[config.mk]
export PLATFORM = sky130hd
export DESIGN_NAME = gaussian_stream_filter
export DESIGN_NICKNAME = d
export VERILOG_FILES = /design/src/rtl/gauss_pkg.sv /design/src/rtl/gaussian_stream_filter_line_buffer.sv /design/src/rtl/gaussian_stream_filter.sv
export SDC_FILE = /design/constraint.sdc
export NUM_CORES = 2
export LEC_CHECK = 0
export ABC_AREA = 1
export CORE_MARGIN = 5
export CORE_UTILIZATION = 50
export CTS_BUF_LIST = sky130_fd_sc_hd__clkbuf_8
export DETAILED_ROUTE_END_ITERATION = 6
export PLACE_DENSITY = 0.68
export RECOVER_POWER = 100
export SYNTH_ARGS = -nofsm -noshare
export SYNTH_HDL_FRONTEND = slang
export SYNTH_HIERARCHICAL = 1
export SYNTH_SLANG_ARGS = --single-unit
[constraint.sdc]
create_clock -name clk -period 5.8 [get_ports clk]
set_input_delay 0.87 -clock clk [delete_from_list [all_inputs] [get_ports clk]]
set_output_delay 0.87 -clock clk [all_outputs]
set_load 0.005 [all_outputs]
[src/rtl/gauss_pkg.sv]
// Shared types and defaults for the Gaussian stream filter.
// Mode and FSM state enums are used by the top and the bench alike.
package gauss_pkg;

    typedef enum logic [1:0] {
        MODO_GAUSS  = 2'b00,
        MODO_BYPASS = 2'b01,
        MODO_CROSS  = 2'b10,
        MODO_RSVD   = 2'b11
    } modo_t;

    typedef enum logic {
        ST_IDLE = 1'b0,
        ST_RUN  = 1'b1
    } state_t;

    localparam int DEF_PIX_W = 8;
    localparam int DEF_IMG_W = 64;
    localparam int DEF_IMG_H = 64;

endpackage

[src/rtl/gaussian_stream_filter_line_buffer.sv]
// Fixed-length delay line: on each enable it accepts one word and presents the word
// written DEPTH enables earlier. Circular RAM with a registered, look-ahead read.
module line_buffer #(
    parameter int WIDTH = 8,
    parameter int DEPTH = 64
) (
    input  logic             clk,
    input  logic             rst,
    input  logic             i_en,
    input  logic [WIDTH-1:0] i_din,
    output logic [WIDTH-1:0] o_dout
);
    localparam int AW = (DEPTH > 1) ? $clog2(DEPTH) : 1;

    logic [WIDTH-1:0] r_mem [DEPTH];
    logic [AW-1:0]    r_ptr;
    logic [AW-1:0]    w_ptr_next;
    logic [WIDTH-1:0] r_rd;

    always_comb begin
        w_ptr_next = r_ptr;
        if (rst) begin
            w_ptr_next = '0;
        end else if (i_en) begin
            w_ptr_next = (r_ptr == AW'(DEPTH - 1)) ? '0 : r_ptr + AW'(1);
        end
    end

    always_ff @(posedge clk) begin
        if (rst) begin
            r_ptr <= '0;
        end else begin
            r_ptr <= w_ptr_next;
        end
    end

    // Read address runs one slot ahead of the write, so r_rd always mirrors r_mem[r_ptr]
    // and never collides with the word being written this cycle.
    always_ff @(posedge clk) begin
        if (i_en) begin
            r_mem[r_ptr] <= i_din;
        end
        r_rd <= r_mem[w_ptr_next];
    end

    assign o_dout = r_rd;

endmodule

[src/rtl/gaussian_stream_filter.sv]
// Streaming 3x3 filter (Gaussian / cross / bypass) over a raster-order image.
// Two line buffers plus a 3x3 register window; one output per interior centre.
module gaussian_stream_filter
    import gauss_pkg::*;
#(
    parameter int PIX_W = DEF_PIX_W,
    parameter int IMG_W = DEF_IMG_W,
    parameter int IMG_H = DEF_IMG_H
) (
    input  logic             clk,
    input  logic             rst,
    input  logic             inicio,
    input  logic [1:0]       modo,
    input  logic [PIX_W-1:0] in_pixel,
    input  logic             in_valid,
    output logic             in_ready,
    output logic [PIX_W-1:0] out_pixel,
    output logic             out_valid,
    input  logic             out_ready,
    output logic             frame_done
);
    localparam int COL_W = $clog2(IMG_W);
    localparam int ROW_W = $clog2(IMG_H);
    localparam int ACC_W = PIX_W + 4;

    state_t           r_state;
    state_t           w_state_next;
    modo_t            r_modo;
    modo_t            r_win_modo;
    logic [COL_W-1:0] r_col;
    logic [ROW_W-1:0] r_row;
    logic             r_out_valid;
    logic             r_frame_done;
    logic             w_in_ready;
    logic             w_accept;
    logic             w_last_col;
    logic             w_last_row;
    logic             w_last_pix;
    logic             w_interior;
    logic [PIX_W-1:0] w_lb0;
    logic [PIX_W-1:0] w_lb1;
    logic [PIX_W-1:0] w_col_new [3];
    logic [PIX_W-1:0] w_win [3][3];
    logic [ACC_W-1:0] w_gauss_sum;
    logic [ACC_W-1:0] w_cross_sum;
    logic [PIX_W-1:0] w_result;

    // A start pulse always takes priority over any input offered in the same cycle.
    assign w_accept   = in_valid && w_in_ready && !inicio;
    assign w_last_col = (r_col == COL_W'(IMG_W - 1));
    assign w_last_row = (r_row == ROW_W'(IMG_H - 1));
    assign w_last_pix = w_last_col && w_last_row;
    assign w_interior = (r_row >= ROW_W'(2)) && (r_col >= COL_W'(2));

    always_ff @(posedge clk) begin
        if (rst) begin
            r_state <= ST_IDLE;
        end else begin
            r_state <= w_state_next;
        end
    end

    always_comb begin
        w_state_next = r_state;
        case (r_state)
            ST_IDLE: if (inicio) w_state_next = ST_RUN;
            ST_RUN: begin
                if (inicio) begin
                    w_state_next = ST_RUN;
                end else if (w_accept && w_last_pix) begin
                    w_state_next = ST_IDLE;
                end
            end
            default: w_state_next = ST_IDLE;
        endcase
    end

    always_comb begin
        w_in_ready = 1'b0;
        if (r_state == ST_RUN) begin
            w_in_ready = !r_out_valid || out_ready;
        end
    end

    always_ff @(posedge clk) begin
        if (rst) begin
            r_col  <= '0;
            r_row  <= '0;
            r_modo <= MODO_GAUSS;
        end else if (inicio) begin
            r_col  <= '0;
            r_row  <= '0;
            r_modo <= modo_t'(modo);
        end else if (w_accept) begin
            if (w_last_col) begin
                r_col <= '0;
                r_row <= w_last_row ? '0 : r_row + ROW_W'(1);
            end else begin
                r_col <= r_col + COL_W'(1);
            end
        end
    end

    always_ff @(posedge clk) begin
        if (rst) begin
            r_out_valid  <= 1'b0;
            r_frame_done <= 1'b0;
            r_win_modo   <= MODO_GAUSS;
        end else begin
            r_frame_done <= w_accept && w_last_pix;
            if (w_accept) begin
                r_win_modo <= r_modo;
            end
            if (inicio && (r_state == ST_RUN)) begin
                r_out_valid <= 1'b0;
            end else if (w_accept && w_interior) begin
                r_out_valid <= 1'b1;
            end else if (out_ready) begin
                r_out_valid <= 1'b0;
            end
        end
    end

    line_buffer #(.WIDTH(PIX_W), .DEPTH(IMG_W)) u_lb0 (
        .clk    (clk),
        .rst    (rst),
        .i_en   (w_accept),
        .i_din  (in_pixel),
        .o_dout (w_lb0)
    );

    line_buffer #(.WIDTH(PIX_W), .DEPTH(IMG_W)) u_lb1 (
        .clk    (clk),
        .rst    (rst),
        .i_en   (w_accept),
        .i_din  (w_lb0),
        .o_dout (w_lb1)
    );

    // Window row 0 is image row r-2, row 2 is the incoming row r.
    assign w_col_new[0] = w_lb1;
    assign w_col_new[1] = w_lb0;
    assign w_col_new[2] = in_pixel;

    generate
        for (genvar gi = 0; gi < 3; gi++) begin : g_win_row
            logic [PIX_W-1:0] r_tap [3];

            always_ff @(posedge clk) begin
                if (rst) begin
                    r_tap[0] <= '0;
                    r_tap[1] <= '0;
                    r_tap[2] <= '0;
                end else if (w_accept) begin
                    r_tap[0] <= r_tap[1];
                    r_tap[1] <= r_tap[2];
                    r_tap[2] <= w_col_new[gi];
                end
            end

            assign w_win[gi][0] = r_tap[0];
            assign w_win[gi][1] = r_tap[1];
            assign w_win[gi][2] = r_tap[2];
        end
    endgenerate

    // The window and its mode change only on input transfers, which are blocked while an
    // output is stalled, so the combinational result stays stable for the whole handshake.
    always_comb begin
        w_gauss_sum = ACC_W'(w_win[0][0]) + ACC_W'(w_win[0][2])
                    + ACC_W'(w_win[2][0]) + ACC_W'(w_win[2][2])
                    + ((ACC_W'(w_win[0][1]) + ACC_W'(w_win[1][0])
                      + ACC_W'(w_win[1][2]) + ACC_W'(w_win[2][1])) << 1)
                    + (ACC_W'(w_win[1][1]) << 2);
        w_cross_sum = (ACC_W'(w_win[1][1]) << 2)
                    + ACC_W'(w_win[0][1]) + ACC_W'(w_win[2][1])
                    + ACC_W'(w_win[1][0]) + ACC_W'(w_win[1][2]);
        case (r_win_modo)
            MODO_GAUSS: w_result = PIX_W'(w_gauss_sum >> 4);
            MODO_CROSS: w_result = PIX_W'(w_cross_sum >> 3);
            default:    w_result = w_win[1][1];
        endcase
    end

    assign in_ready   = w_in_ready;
    assign out_valid  = r_out_valid;
    assign out_pixel  = w_result;
    assign frame_done = r_frame_done;

endmodule

==> results.cfg <==
[sta]
rsz0062_at_grt = true
slew_headroom = -1.519
finalClockSkew_ns = 0.05690
hold_viol_final = 0
layout_setup_ws_ns = -0.8863
finalSetupViolCount = 16
max_freq_mhz = 149.6
drv_slew = 1593
fin_crit_sh = 1.153
layout_min_cycle_time_ns = 6.686
worst_slew_pin_slew_ns = 3.778

[layout]
fin_cells = 6443
layout_commonest_cell = edfxtp_1
syn2layout_area_growth_pct = 9.896
drive_gt1_frac = 0.09447
mostFrequentLayoutCells = edfxtp_1, nand3_1, nand2_1, inv_1, nand3b_1
fin_nets = 5019

[drt]
drc = 0
wl_per_cell_um = 19.90
firstDrtPassIters = 6
routed_wl_um = 128200
avgViaCountPerCell = 5.509
drt_iter0_drc = 3324
ant_nets = 0
via_count = 35490

[pwr]
combPwrFrac = 0.193
leakagePower_nw = 22.95
intPower_w = 0.01401
total_power_w = 0.01937
p_per_area_nw_per_um2 = 334.0
pwr-share-clk = 0.333
power_frac_seq = 0.474
vdd_drop_max_mv = 0.9048
swShare = 0.2770
p_sw_w = 0.005366

[yosys]
yosysUniqueCellTypes = 49
synth_seq_cells = 1143
synth_compound_area_frac = 0.01406
netlist_instances = 4838
synth-simple-area-share = 0.2294
synthMuxAreaShare = 0
syn_nets = 4955
synth_top_family_by_area = simple AND/OR/NAND/NOR gates
synth_ff_type = edfxtp_1
synth_edf_count = 1096
synthXorXnorAreaFrac = 0.001328
syn_area_um2 = 52780
avgSynthCellArea_um2 = 10.91
synth_adder_area_share = 0.03272
ys_warn_count = 6
synth-async-reset-ratio = 0
yosysSeqAreaShare = 0.6414

[global_routing]
grt_pass1_wl_um = 198000
grt_max_degree = 209
grt_usage = 0.2243
grt_overflow = 0
antenna_found_initial = 4
grt_pass1_vias = 34400

[clocking]
cts-htree-levels = 4
clk_pin_slew_ns = 0.06
clock-sinks = 1143
cts_buffer_depth = 3
clk_latency_ns = 0.87
cts-buffers-inserted = 183
cts-root-buf = clkbuf_8
cts_tree = built

[run_status]
status = finished, violations left
violations = capacitance limit, slew limit, setup timing

[floorplan]
die_y_um = 334.9
dieArea_um2 = 112100
start_util = 0.5021
fp-row-count = 119
die_x_um = 334.9
io_pins = 26
coreArea_um2 = 105100

[setup_path]
worst_ep_required_time_ns = 4.93
reg2reg_slack_ns = -0.06
critPathKind = reg -> out
start_kind = flop
cp.arrival_ns = 5.82
endpoint_kind = output pin
worstPathMaxFanout = 3

[placed_design]
port_buffers = 25
dp.cells = 6100
finalWeightedCongestion = 0.8640
hpwl_um = 70700

[min_path]
hold_class = reg -> reg

[job]
cap_violations = 26
==> critical path, cell delays in order (launching register included) <==
cell	delay [ns]
edfxtp_1	0.33
inv_2	0.04
fa_1	0.54
inv_2	0.04
fa_2	0.54
ha_4	0.17
ha_4	0.14
nor2_4	0.04
buf_6	0.11
xor2_2	0.17
fa_1	0.55
fa_1	0.43
fa_1	0.52
inv_2	0.05
ha_4	0.26
a21oi_4	0.19
buf_6	0.12
o21ai_4	0.05
buf_6	0.12
nand2_4	0.05
nand3_2	0.08
nand2_2	0.08
nand3_2	0.09
nand3_2	0.10
buf_2	0.11
==> cells in the mapped netlist (3+ instances only) <==
cell type / number / area, um^2
a21oi_1: 31 / 155.2
buf_1: 32 / 120.1
buf_2: 105 / 525.5
buf_4: 40 / 300.3
buf_6: 32 / 360.4
clkbuf_1: 58 / 217.7
dfxtp_1: 47 / 940.9
edfxtp_1: 1096 / 32910
fa_1: 60 / 1201
ha_1: 42 / 525.5
inv_1: 719 / 2699
inv_2: 13 / 48.80
nand2_1: 802 / 3010
nand2_2: 4 / 25.02
nand3_1: 971 / 4860
nand3b_1: 386 / 2898
nand4_1: 4 / 25.02
nor2_1: 242 / 908.4
nor2_2: 5 / 31.28
nor3_1: 12 / 60.06
nor3_4: 4 / 65.06
nor4_1: 3 / 18.77
o21a_1: 3 / 22.52
o21ai_0: 82 / 410.4
o21ai_1: 3 / 15.01
o21bai_1: 4 / 30.03
xor2_1: 6 / 52.55
==> state kept, by name (all words and copies together), names as in the netlist <==
name             cells
u_lb0/r_mem        512
u_lb1/r_mem        512
g_win_row.r_tap     72
u_lb0/o_dout         8
u_lb1/o_dout         8
r_col                6
r_row                6
u_lb0/r_ptr          6
u_lb1/r_ptr          6
r_modo               2
r_win_modo           2
frame_done           1
out_valid            1
r_state              1
==> metrics by stage <==
step           hold WS, ns  utilization  instance area [um^2]  worst slack, ns  setup TNS, ns
2_1_floorplan       0.4300            -                 52780          0.07372              0
3_3_place_gp        0.4560       0.5167                 54320          -0.6506         -4.446
3_5_place_dp        0.4528       0.5167                 54320          -0.7189         -4.910
4_1_cts             0.4652       0.5523                 58050          -0.9624         -6.685
5_1_grt             0.4923       0.5517                 58000           -1.170         -13.80
6_report            0.4624       0.5517                 58000          -0.8863         -9.068
==> per-layer routing <==
layer	up-vias	GRT usage	wire [um]
met1	17310	0.3111	53680
met2	1355	0.3567	60550
met4	0	0.08233	4404
met5	-	0	0
li1	16550	-	-
met3	275	0.04282	9603
==> worst paths after layout <==
check	from	cells after the start	to
setup reg to reg	out_valid	11	u_lb0/o_dout[5]
hold / removal	r_modo[1]	2	r_modo[1]
hold reg to reg	r_modo[1]	2	r_modo[1]
setup / recovery	g_win_row[1].r_tap[0][1]	24	out_pixel[7]
==> cell type report <==
cell class,count,area [um^2]
Timing Repair Buffer,146,1150
Tap cell,1391,1740
Fill cell,8913,47120
Clock buffer,198,2725
Inverter,733,2760
Sequential cell,1143,33860
Multi-Input combinational cell,2695,15060
Antenna cell,3,7.507
Clock inverter,134,698.2
==> power groups by stage <==
stage	Combinational [W]	Clock [W]	Sequential (W)
3_3_place_gp	0.00278	0	0.00932
2_1_floorplan	0.00155	0	0.00936
4_1_cts	0.00330	0.00658	0.00915
3_5_place_dp	0.00283	0	0.00932
6_report	0.00375	0.00644	0.00918
5_1_grt	0.00409	0.00697	0.00918
==> timing repair <==
action                     in CTS  in global routing
setup buffers                   8                  4
hold buffers                    0                  0
pin swaps                      74                 26
setup endpoints to repair       8                  8
gates resized for setup       113                 46
==> cell families after synthesis <==
group           count (synthesis)
xor+xnor                        8
simple gates                 2449
fa+ha+maj                     102
compound gates                136
buf+inv                      1000
flops                        1143
Power figures use the tool's default switching activity.
